`src/rtl/count_sampler.sv`:
```
// count_sampler
//   Captures the rippling output of a 4-bit JK ripple counter into the clk
//   domain. A code is accepted only after it has been seen on two consecutive
//   samples. Accepted values are extended with a wrap counter into a wide
//   event count, and single-cycle step / wrap / match pulses are produced.
//
// Ports
//   clk        system clock, rising edge
//   clear      synchronous active-high reset, overrides every other event
//   count_in   ripple counter output, may be mid-ripple when sampled
//   threshold  compare value for match, sampled on the acceptance edge
//   count_q    last accepted (stable) count value
//   ext_count  {wrap_cnt, count_q}
//   step       one-cycle pulse: count_q just changed
//   wrap       one-cycle pulse: accepted value decreased
//   match      one-cycle pulse: newly accepted value equals threshold
//   ovf        sticky: wrap counter rolled over from all-ones to zero
module count_sampler #(
  parameter int WRAP_W = 8
) (
  input  logic              clk,
  input  logic              clear,
  input  logic [3:0]        count_in,
  input  logic [3:0]        threshold,
  output logic [3:0]        count_q,
  output logic [WRAP_W+3:0] ext_count,
  output logic              step,
  output logic              wrap,
  output logic              match,
  output logic              ovf
);

  logic [3:0]        samp_p1;
  logic [3:0]        samp_p2;
  logic [WRAP_W-1:0] wrap_cnt;
  logic              accept;
  logic              decrease;

  // Any decrease is one wrap: 15->0, an upstream clear, or a skipped code.
  assign accept    = (samp_p1 == samp_p2) && (samp_p2 != count_q);
  assign decrease  = (samp_p2 < count_q);
  assign ext_count = {wrap_cnt, count_q};

  always_ff @(posedge clk) begin
    if (clear) begin
      samp_p1  <= '0;
      samp_p2  <= '0;
      count_q  <= '0;
      wrap_cnt <= '0;
      step     <= 1'b0;
      wrap     <= 1'b0;
      match    <= 1'b0;
      ovf      <= 1'b0;
    end else begin
      // stage p1/p2: two-flop sample of the asynchronous ripple bus
      samp_p1 <= count_in;
      samp_p2 <= samp_p1;

      // acceptance stage: pulses are rewritten every edge, never stretched
      step  <= accept;
      wrap  <= accept && decrease;
      match <= accept && (samp_p2 == threshold);

      if (accept) begin
        count_q <= samp_p2;
        if (decrease) begin
          wrap_cnt <= wrap_cnt + 1'b1;
          if (&wrap_cnt) begin
            ovf <= 1'b1;
          end
        end
      end
    end
  end

endmodule

```
`config.mk`:
```
export PLATFORM = sky130hd
export DESIGN_NAME = count_sampler
export DESIGN_NICKNAME = d
export VERILOG_FILES = /design/src/rtl/count_sampler.sv
export SDC_FILE = /design/constraint.sdc
export NUM_CORES = 1
export LEC_CHECK = 0
export BUFFER_PORTS_ARGS = -buffer_cell sky130_fd_sc_hd__buf_2
export CAP_MARGIN = 20
export CORE_ASPECT_RATIO = 1.4
export CORE_UTILIZATION = 40
export CTS_CLUSTER_DIAMETER = 200
export DETAILED_ROUTE_END_ITERATION = 8
export SYNTH_ARGS = -nofsm -noshare
export SYNTH_HDL_FRONTEND = slang
export SYNTH_SLANG_ARGS = --single-unit
export TNS_END_PERCENT = 30
```
`constraint.sdc`:
```
create_clock -name clk -period 5.8 [get_ports clk]
set_clock_uncertainty 0.05 [all_clocks]
set_input_delay 0.29 -clock clk [delete_from_list [all_inputs] [get_ports clk]]
set_output_delay 0.29 -clock clk [all_outputs]
set_load 0.02 [all_outputs]
```
==> metrics list, run 1 <==
- The flow ran to the end, and the final reports show no timing, DRC or antenna violations.
* Core Box Area: 2880 sq um
- Max Clk Rate: 452 MHz
- Data required time of the critical path: 5.90 ns
- Yosys Warn Count: 0
- Effective utilization at floorplan: 42.1%
- Walking the worst path, the cells encountered are ha_1, a21oi_1, nand4_2, nor4_1, mux2_2.
* HPWL after DPL: 1.81 mm
- The area growth from synthesis to layout is 15.8%.
* Clock transition at the registers of the reported paths: 0.08 ns
- In this run, CTS created clock tree buffers numbering 3.
- The cell sitting at the root of the clock tree is a sky130_fd_sc_hd__clkbuf_8.
- Cell area after synthesis: 1210 sq um
- Final setup violation count: 0
- Element type at the critical path start: flip-flop
- In this run, post-CTS hold repair placed 0 buffers.
- Of the available clock period, the critical path in the final layout requires 38.1%.
- After floorplanning, the core was divided into 23 placement rows.
- After technology mapping, the gate count stands at 128.
* Areal power density over the cells: 222 nW/um^2
- Starting DRC count in detailed routing: 23
- In the layout the commonest cells are 29 x sky130_fd_sc_hd__buf_2, 24 x sky130_fd_sc_hd__dfxtp_1, 15 x sky130_fd_sc_hd__nor2b_1.
- Setup repair after global routing missed its margin: false
- Post-Syn Nets: 143
* Clock Sinks: 24
- Sequential area share after synthesis: 39.6%
* Grt peak-use layer: met2
- Crit path kind: flip-flop to flip-flop
- Pin count of the biggest net entering global routing: 31
* Rel. slew slack: 67.0%
- Period minus WS final: 2.21 ns
- IR analysis of the VDD net gives a maximum drop of 0.153 mV.
- For the pin with the worst max-slew slack, the measured transition is 0.495 ns.
* Number of iterations in the first detailed-routing pass: 4
- Global placement routability congestion: 0.854
- OpenSTA, run right after detailed placement, puts the worst setup slack at 3.62 ns.
* Global-route wire length before repair: 4.06 mm
- Global-route track usage on met3: 1.80%
- Synthesized area per cell: 9.47 sq um
- The worst setup path is captured at a flip-flop.
- The max-slew violation count came to 0.
- Cells taking the most area after synthesis: sky130_fd_sc_hd__dfxtp_1 40%, sky130_fd_sc_hd__nor2b_1 7.7%, sky130_fd_sc_hd__mux2_2 5.6%, sky130_fd_sc_hd__ha_1 5.2%, sky130_fd_sc_hd__nand4_1 4.6%
* Worst Hold Slack: 0.186 ns
- Placed insts: 187
- The repair_antennas step left the layout with diodes totalling 0.
* Chip width: 48.5 microns
- The finished cells cover 1400 sq um.
- After detailed routing, the number of remaining DRC violations is 0.
- Total of max-cap violations: 0
- Via density per instance: 5.32
- Max clock buf depth: 2
* Via Count: 1010
* Final cell count without fillers: 190
* Share of the core filled with cells in the final layout: 48.8%
- Number of global-route vias before repair: 944
- Ratio of cells with drive above 1 in the final layout: 30.1%
* GR Layer Usage met2: 31.7%
* Post-placement cell area: 1360 sq um
- After synthesis the netlist holds a flip-flop and latch count of 24.
* Antenna violations before repair: 0
* Number of placed I/O pins: 30
- Final routed wire length divided by cell count: 12.5 microns
* Final net count: 170
* Leak: 0.573 nW
- Once the clock tree was built, the setup fixing pass inserted 0 buffers.
- Count of endpoints failing hold in the final timing report: 0
- In this run the worst path has a maximum fanout of 7.
- Hold Crit Class: input port to flip-flop
- Final Routed Wirelength: 2.37 mm
* Clock insertion delay at the later pin of the skew report: 0.25 ns
- The count of nets left with antenna violations once routing finished came out at 0.
* Global-route total usage across every layer: 16.0%
* Vertical die dimension: 67.1 microns
- In this run the number of H-tree levels came out at 1.
- The share of synthesized area in the top cell type comes to 39.6%.
* Number of library cell types mapped by synthesis: 28
- Area of the die: 3260 sq um
- Global Route met1 Usage: 17.2%
- Summed over all failing endpoints, the final setup total negative slack is 0 ns.
- After global routing the overflow that remains totals 0.
- Most common cell after layout, fill and taps aside: sky130_fd_sc_hd__buf_2
- On the worst path, the slowest cell contributes a delay of 0.46 ns.
- Arrival time worst endpoint: 2.31 ns
* Post-layout total power: 0.312 mW
* Cell type contributing the most total cell area after synthesis: sky130_fd_sc_hd__dfxtp_1
- During placement, the flow inserted port buffers numbering 29.
* CTS resizes: 0
* CTS tree: yes
- Among all stages on the critical path, the largest delay is contributed by sky130_fd_sc_hd__dfxtp_1.
- Final WS setup: 3.59 ns
-- metal layers --
layer / part of all wire (%) / vias to the layer above
li1: - / 504
met1: 42 / 457
met2: 52 / 41
met3: 4.3 / 8
met4: 1.7 / 0
met5: 0 / -
-- worst paths after layout --
check                                      startpoint                  endpoint  slack, ns  cells after the start
worst max-delay path            samp_p2[3]$_SDFF_PP0_  wrap_cnt[4]$_SDFFE_PP0P_       3.59                      5
worst min-delay path                      count_in[2]     samp_p1[2]$_SDFF_PP0_       0.19                      2
worst max register to register  samp_p2[3]$_SDFF_PP0_  wrap_cnt[4]$_SDFFE_PP0P_       3.59                      5
worst min register to register       ovf$_SDFFE_PP0P_          ovf$_SDFFE_PP0P_       0.44                      2
-- power by group --
group / switching [mW] / internal, mW / total (mW)
Combinational: 0.0270 / 0.0178 / 0.0448
Sequential: 0.00479 / 0.168 / 0.173
Clock: 0.0476 / 0.0462 / 0.0938
Total: 0.0794 / 0.233 / 0.312
-- Yosys cell counts (all sizes together) --
library cell / number
dfxtp: 24
nor2b: 15
nand4: 10
nor2: 10
nand3: 8
xnor2: 8
a21oi: 7
mux2: 6
ha: 5
buf: 4
inv: 4
nor4: 4
o21ai: 4
and4: 3
clkbuf: 3
nand2: 3
and2: 2
nor3: 2
o31ai: 2
a41oi: 1
o211a: 1
o211ai: 1
or4: 1
-- worst max-delay path: cells and delay by family (launching register included) --
kind	cells	cell delay, ns
compound gates	1	0.29
simple gates	2	0.60
mux	1	0.37
flops	1	0.46
fa+ha+maj	1	0.32
-- cells by family after synthesis --
family,count (synthesis),share of synthesized area [%]
AOI/OAI and AO/OA,16,7.95
muxes,6,5.57
xor gates and xnor gates,8,9.18
DFF,24,39.6
buffers and inverters,11,4.64
and+or+nand+nor,58,27.9
adders and majority gates,5,5.16
-- state kept, by name (all words and copies together) (netlist names) --
name      count
samp_p1       4
samp_p2       4
match         1
ovf           1
step          1
count_q       4
wrap          1
wrap_cnt      8
-- cell type report --
cell class / count / area [sq um]
Inverter: 4 / 15.0
Multi-Input combinational cell: 93 / 676
Fill cell: 284 / 1470
Sequential cell: 24 / 480
Tap cell: 37 / 46.3
Timing Repair Buffer: 29 / 145
Clock buffer: 3 / 41.3
Power figures use the tool's default switching activity.
==> run 2: changes to the inputs <==
--- a/config.mk
+++ b/config.mk
@@ -11,6 +11,7 @@
 export CORE_UTILIZATION = 40
 export CTS_CLUSTER_DIAMETER = 200
 export DETAILED_ROUTE_END_ITERATION = 8
+export PLACE_DENSITY = 0.65
 export SYNTH_ARGS = -nofsm -noshare
 export SYNTH_HDL_FRONTEND = slang
 export SYNTH_SLANG_ARGS = --single-unit
==> constraint.sdc (replaced) <==
create_clock -name clk -period 1.9 [get_ports clk]
set_clock_uncertainty 0.05 [all_clocks]
set_input_delay 0.095 -clock clk [delete_from_list [all_inputs] [get_ports clk]]
set_output_delay 0.095 -clock clk [all_outputs]
set_load 0.02 [all_outputs]
==> run 2 against run 1 <==
Effect of this change:
- clock power grew to 3.3 times the previous value
- die area stayed put
- global-route usage grew 1.5 points
- flip-flop and latch count is the same
- wire length rose by 10%
- sequential power rose to 3.0 times the previous value
- final area increased by 19%
- combinational power grew to 4.8 times the previous value
- critical path type unchanged
- fmax up 19%
- highest routed layer unchanged
- worst setup slack worse by 3.6 ns
==> metrics list, run 2 (synthesized netlist as in run 1, its figures left out) <==
* Vertical die dimension: 67.1 microns (unchanged)
* Seq pwr share: 49.9% (was 55.6%)
- Starting DRC count in detailed routing: 23 (unchanged)
* Final WS setup: 0.0331 ns (was 3.59 ns)
- Number of iterations in the first detailed-routing pass: 4 (unchanged)
- Final net count: 186 (was 170)
- The weighted congestion at the end of routability-driven global placement came to 0.831 (was 0.854).
* Final setup violation count: 0 (unchanged)
- Post-layout total power: 1.05 mW (was 0.312 mW)
* Period minus WS final: 1.87 ns (was 2.21 ns)
- Max Clk Rate: 536 MHz (was 452 MHz)
- Area of the die: 3260 sq um (unchanged)
* WHS Endpoint: match$_SDFF_PP0_ (was samp_p1[2]$_SDFF_PP0_)
* Total congestion overflow: 0 (unchanged)
* Number of pins with negative max-slew slack in the final report: 0 (unchanged)
- The top-level I/O count came to 30 (unchanged).
* Count of endpoints failing hold in the final timing report: 0 (unchanged)
- The total detailed-routing wirelength is 2.62 mm (was 2.37 mm).
* CTS Root Cell: sky130_fd_sc_hd__clkbuf_8 (unchanged)
* Total of max-cap violations: 0 (unchanged)
* Number of global-route vias before repair: 989 (was 944)
- Share of power burned in the clock network: 29.8% (was 30.1%)
- Int Pwr: 0.758 mW (was 0.233 mW)
- Effective utilization at floorplan: 42.1% (unchanged)
- Hold Crit Class: input port to flip-flop (unchanged)
- Placement row count: 23 (unchanged)
- Start of the worst register-to-register path: count_q[1]$_SDFFE_PP0P_ (was samp_p2[3]$_SDFF_PP0_)
- The total via count in the routed design came to 1068 (was 1010).
- The power density normalized to cell area was 628 nW/um^2 (was 222 nW/um^2).
* Core Box Area: 2880 sq um (unchanged)
- The capturing point of the worst reg2reg path is wrap_cnt[5]$_SDFFE_PP0P_ (was wrap_cnt[4]$_SDFFE_PP0P_).
- Leak: 0.677 nW (was 0.573 nW)
- Critical path's slowest cell: sky130_fd_sc_hd__dfxtp_4 (was sky130_fd_sc_hd__dfxtp_1)
- The total global routing track utilization was 17.5% (was 16.0%).
- Element type at the critical path start: flip-flop (unchanged)
* Delay of the slowest critical-path stage: 0.36 ns (was 0.46 ns)
- Crit path kind: flip-flop to flip-flop (unchanged)
- Fillers: 264 (was 284)
* Number of buffers created by CTS: 3 (unchanged)
- Depth of the worst register-to-register path: 6 (was 5)
- The number of flip-flops under the largest register name was 8 (unchanged).
- Final routed wire length divided by cell count: 12.6 microns (was 12.5 microns)
- The horizontal die dimension is 48.5 microns (unchanged).
* Count of buffers inserted at the top-level ports: 29 (unchanged)
* Max FO, Critical Path: 7 (unchanged)
- The first-pass GRT wire length came to 4.28 mm (was 4.06 mm).
- The max-slew headroom at the worst pin was 65.1% (was 67.0%).
* Cells traversed along the worst timing path: inv_1, ha_4, nor2b_1, o211a_4, nor4_2, mux2_2 (was ha_1, a21oi_1, nand4_2, nor4_1, mux2_2)
- The number of antenna violations at the first check in global routing is 0 (unchanged).
* Most common cell after layout, fill and taps aside: sky130_fd_sc_hd__buf_2 (unchanged)
- Fraction of the cycle the final worst path needs: 98.3% (was 38.1%)
* Drt drc: 0 (unchanged)
- Status: finished clean (unchanged)
- The sink count of the clock tree is 24 (unchanged).
- The detailed placer's ending HPWL is 1.99 mm (was 1.81 mm).
* Most frequent cells in the layout: 29 x sky130_fd_sc_hd__buf_2, 20 x sky130_fd_sc_hd__dfxtp_1, 15 x sky130_fd_sc_hd__nor2b_1 (was 29 x sky130_fd_sc_hd__buf_2, 24 x sky130_fd_sc_hd__dfxtp_1, 15 x sky130_fd_sc_hd__nor2b_1)
- Least-Margin Pin Slew: 0.524 ns (was 0.495 ns)
* Ant. Diodes: 0 (unchanged)
* Register with the highest flop count: wrap_cnt (unchanged)
- Clock insertion delay at the later pin of the skew report: 0.27 ns (was 0.25 ns)
- The CTS tree is yes (unchanged).
* Setup repair after global routing missed its margin: true (was false)
- Reported net switching power: 0.289 mW (was 0.0794 mW)
- Data required time of the critical path: 2.01 ns (was 5.90 ns)
- The worst endpoint data arrival time was 1.98 ns (was 2.31 ns).
- Worst hold path startpoint: threshold[2] (was count_in[2])
* Kind of end point of the critical path: flip-flop (unchanged)
- Area growth from synthesis to layout: 37.6% (was 15.8%)
- The maximum root-to-sink buffer count was 2 (unchanged).
- Switching share of power: 27.6% (was 25.4%)
- Worst hold path stage count: 4 (was 2)
- The worst setup slack after placement is -0.0343 ns (was 3.62 ns).
- Clock transition at the registers of the reported paths: 0.08 ns (about the same)
- H-Tree Depth: 1 (unchanged)
* Worst path bufs/invs: 1 (was 0)
- The portion of total power attributed to combinational logic is 20.3% (was 14.4%).
- Worst reg2reg setup slack: 0.03 ns (was 3.59 ns)
- The per-cell via count in the routed design came to 5.16 (was 5.32).
* Number of antenna-violating nets in the routed design: 0 (unchanged)
- Pin count of the biggest net entering global routing: 31 (unchanged)
- IR drop worst, VDD: 0.457 mV (was 0.153 mV)
* Ratio of cells with drive above 1 in the final layout: 41.8% (was 30.1%)
- Largest delay share family, worst path: simple AND/OR/NAND/NOR gates (unchanged)
-- run 2: changes by cell type in the layout (fill, tap and decap cells not counted), moves of 3 or more --
cell / previous run / this run
sky130_fd_sc_hd__buf_4: 0 / 12
sky130_fd_sc_hd__dfxtp_1: 24 / 20
sky130_fd_sc_hd__dlygate4sd3_1: 0 / 4
sky130_fd_sc_hd__nor4_1: 4 / 0
sky130_fd_sc_hd__mux2_2: 6 / 3
sky130_fd_sc_hd__mux2_4: 0 / 3
sky130_fd_sc_hd__nor4_4: 0 / 3
-- run 2: what timing repair did --
item | CTS | global route
hold buffers | 4 | 0
gates resized for setup | 1 | 9
pin swaps | 2 | 8
hold endpoints to repair | 4 | 0
endpoints found under the setup margin | 3 | 7
buffers inserted | 0 | 3
cloned | 0 | 0
-- run 2: tightest hold or removal path: cells and delay by family --
kind / cells / cell delay, ns
simple gates: 2 / 0.15
buf+inv: 1 / 0.09
xor+xnor: 1 / 0.06
-- run 2: metrics by stage --
| step | utilization, % | setup TNS [ns] | instances | hold slack, ns | instance area, sq um |
|---|---|---|---|---|---|
| after floorplan | - | 0 | 128 | 0.173 | 1270 |
| after global placement | 51.8 | 0 | 196 | 0.254 | 1490 |
| after detailed placement | 51.8 | -0.0343 | 196 | 0.258 | 1490 |
| after CTS | 55.0 | -0.0115 | 204 | 0.112 | 1580 |
| after global routing | 58.0 | -0.0325 | 207 | 0.121 | 1670 |
| final | 58.0 | 0 | 207 | 0.119 | 1670 |
-- run 2: power groups by stage --
stage / Sequential, mW / Combinational [mW] / Clock [mW]
final: 0.522 / 0.213 / 0.312
after global routing: 0.525 / 0.231 / 0.345
after CTS: 0.522 / 0.185 / 0.330
after detailed placement: 0.534 / 0.175 / 0
after global placement: 0.534 / 0.169 / 0
after floorplan: 0.542 / 0.114 / 0
-- run 2: layout make-up --
| cell class | count | area (sq um) | area share, % |
|---|---|---|---|
| Tap cell | 37 | 46.3 | 2.78 |
| Sequential cell | 24 | 490 | 29.4 |
| Timing Repair Buffer | 45 | 275 | 16.5 |
| Multi-Input combinational cell | 93 | 796 | 47.7 |
| Inverter | 4 | 15.0 | 0.900 |
| Clock buffer | 4 | 45.0 | 2.70 |
-- run 2: how the worst max path moves through the flow --
stage               slack [ns]                  endpoint  cells after the start               startpoint
floorplan                0.003  wrap_cnt[3]$_SDFFE_PP0P_                      5  count_q[0]$_SDFFE_PP0P_
global placement          0.04  wrap_cnt[0]$_SDFFE_PP0P_                      6  count_q[1]$_SDFFE_PP0P_
finish                    0.03  wrap_cnt[5]$_SDFFE_PP0P_                      6  count_q[1]$_SDFFE_PP0P_
global route             -0.02  wrap_cnt[5]$_SDFFE_PP0P_                      6  count_q[2]$_SDFFE_PP0P_
CTS                     -0.007  wrap_cnt[6]$_SDFFE_PP0P_                      6  count_q[2]$_SDFFE_PP0P_
detailed placement       -0.03  wrap_cnt[0]$_SDFFE_PP0P_                      6  count_q[1]$_SDFFE_PP0P_
-- run 2: per-layer routing --
metal / part of all wire (%) / up-vias / global-route usage (%) / wire length (microns)
met4: 3.9 / 0 / 9.93 / 103
met1: 41 / 482 / 19.1 / 1080
met2: 51 / 36 / 32.6 / 1330
met3: 3.8 / 11 / 2.70 / 99
li1: - / 539 / - / -
met5: 0 / - / 0 / 0
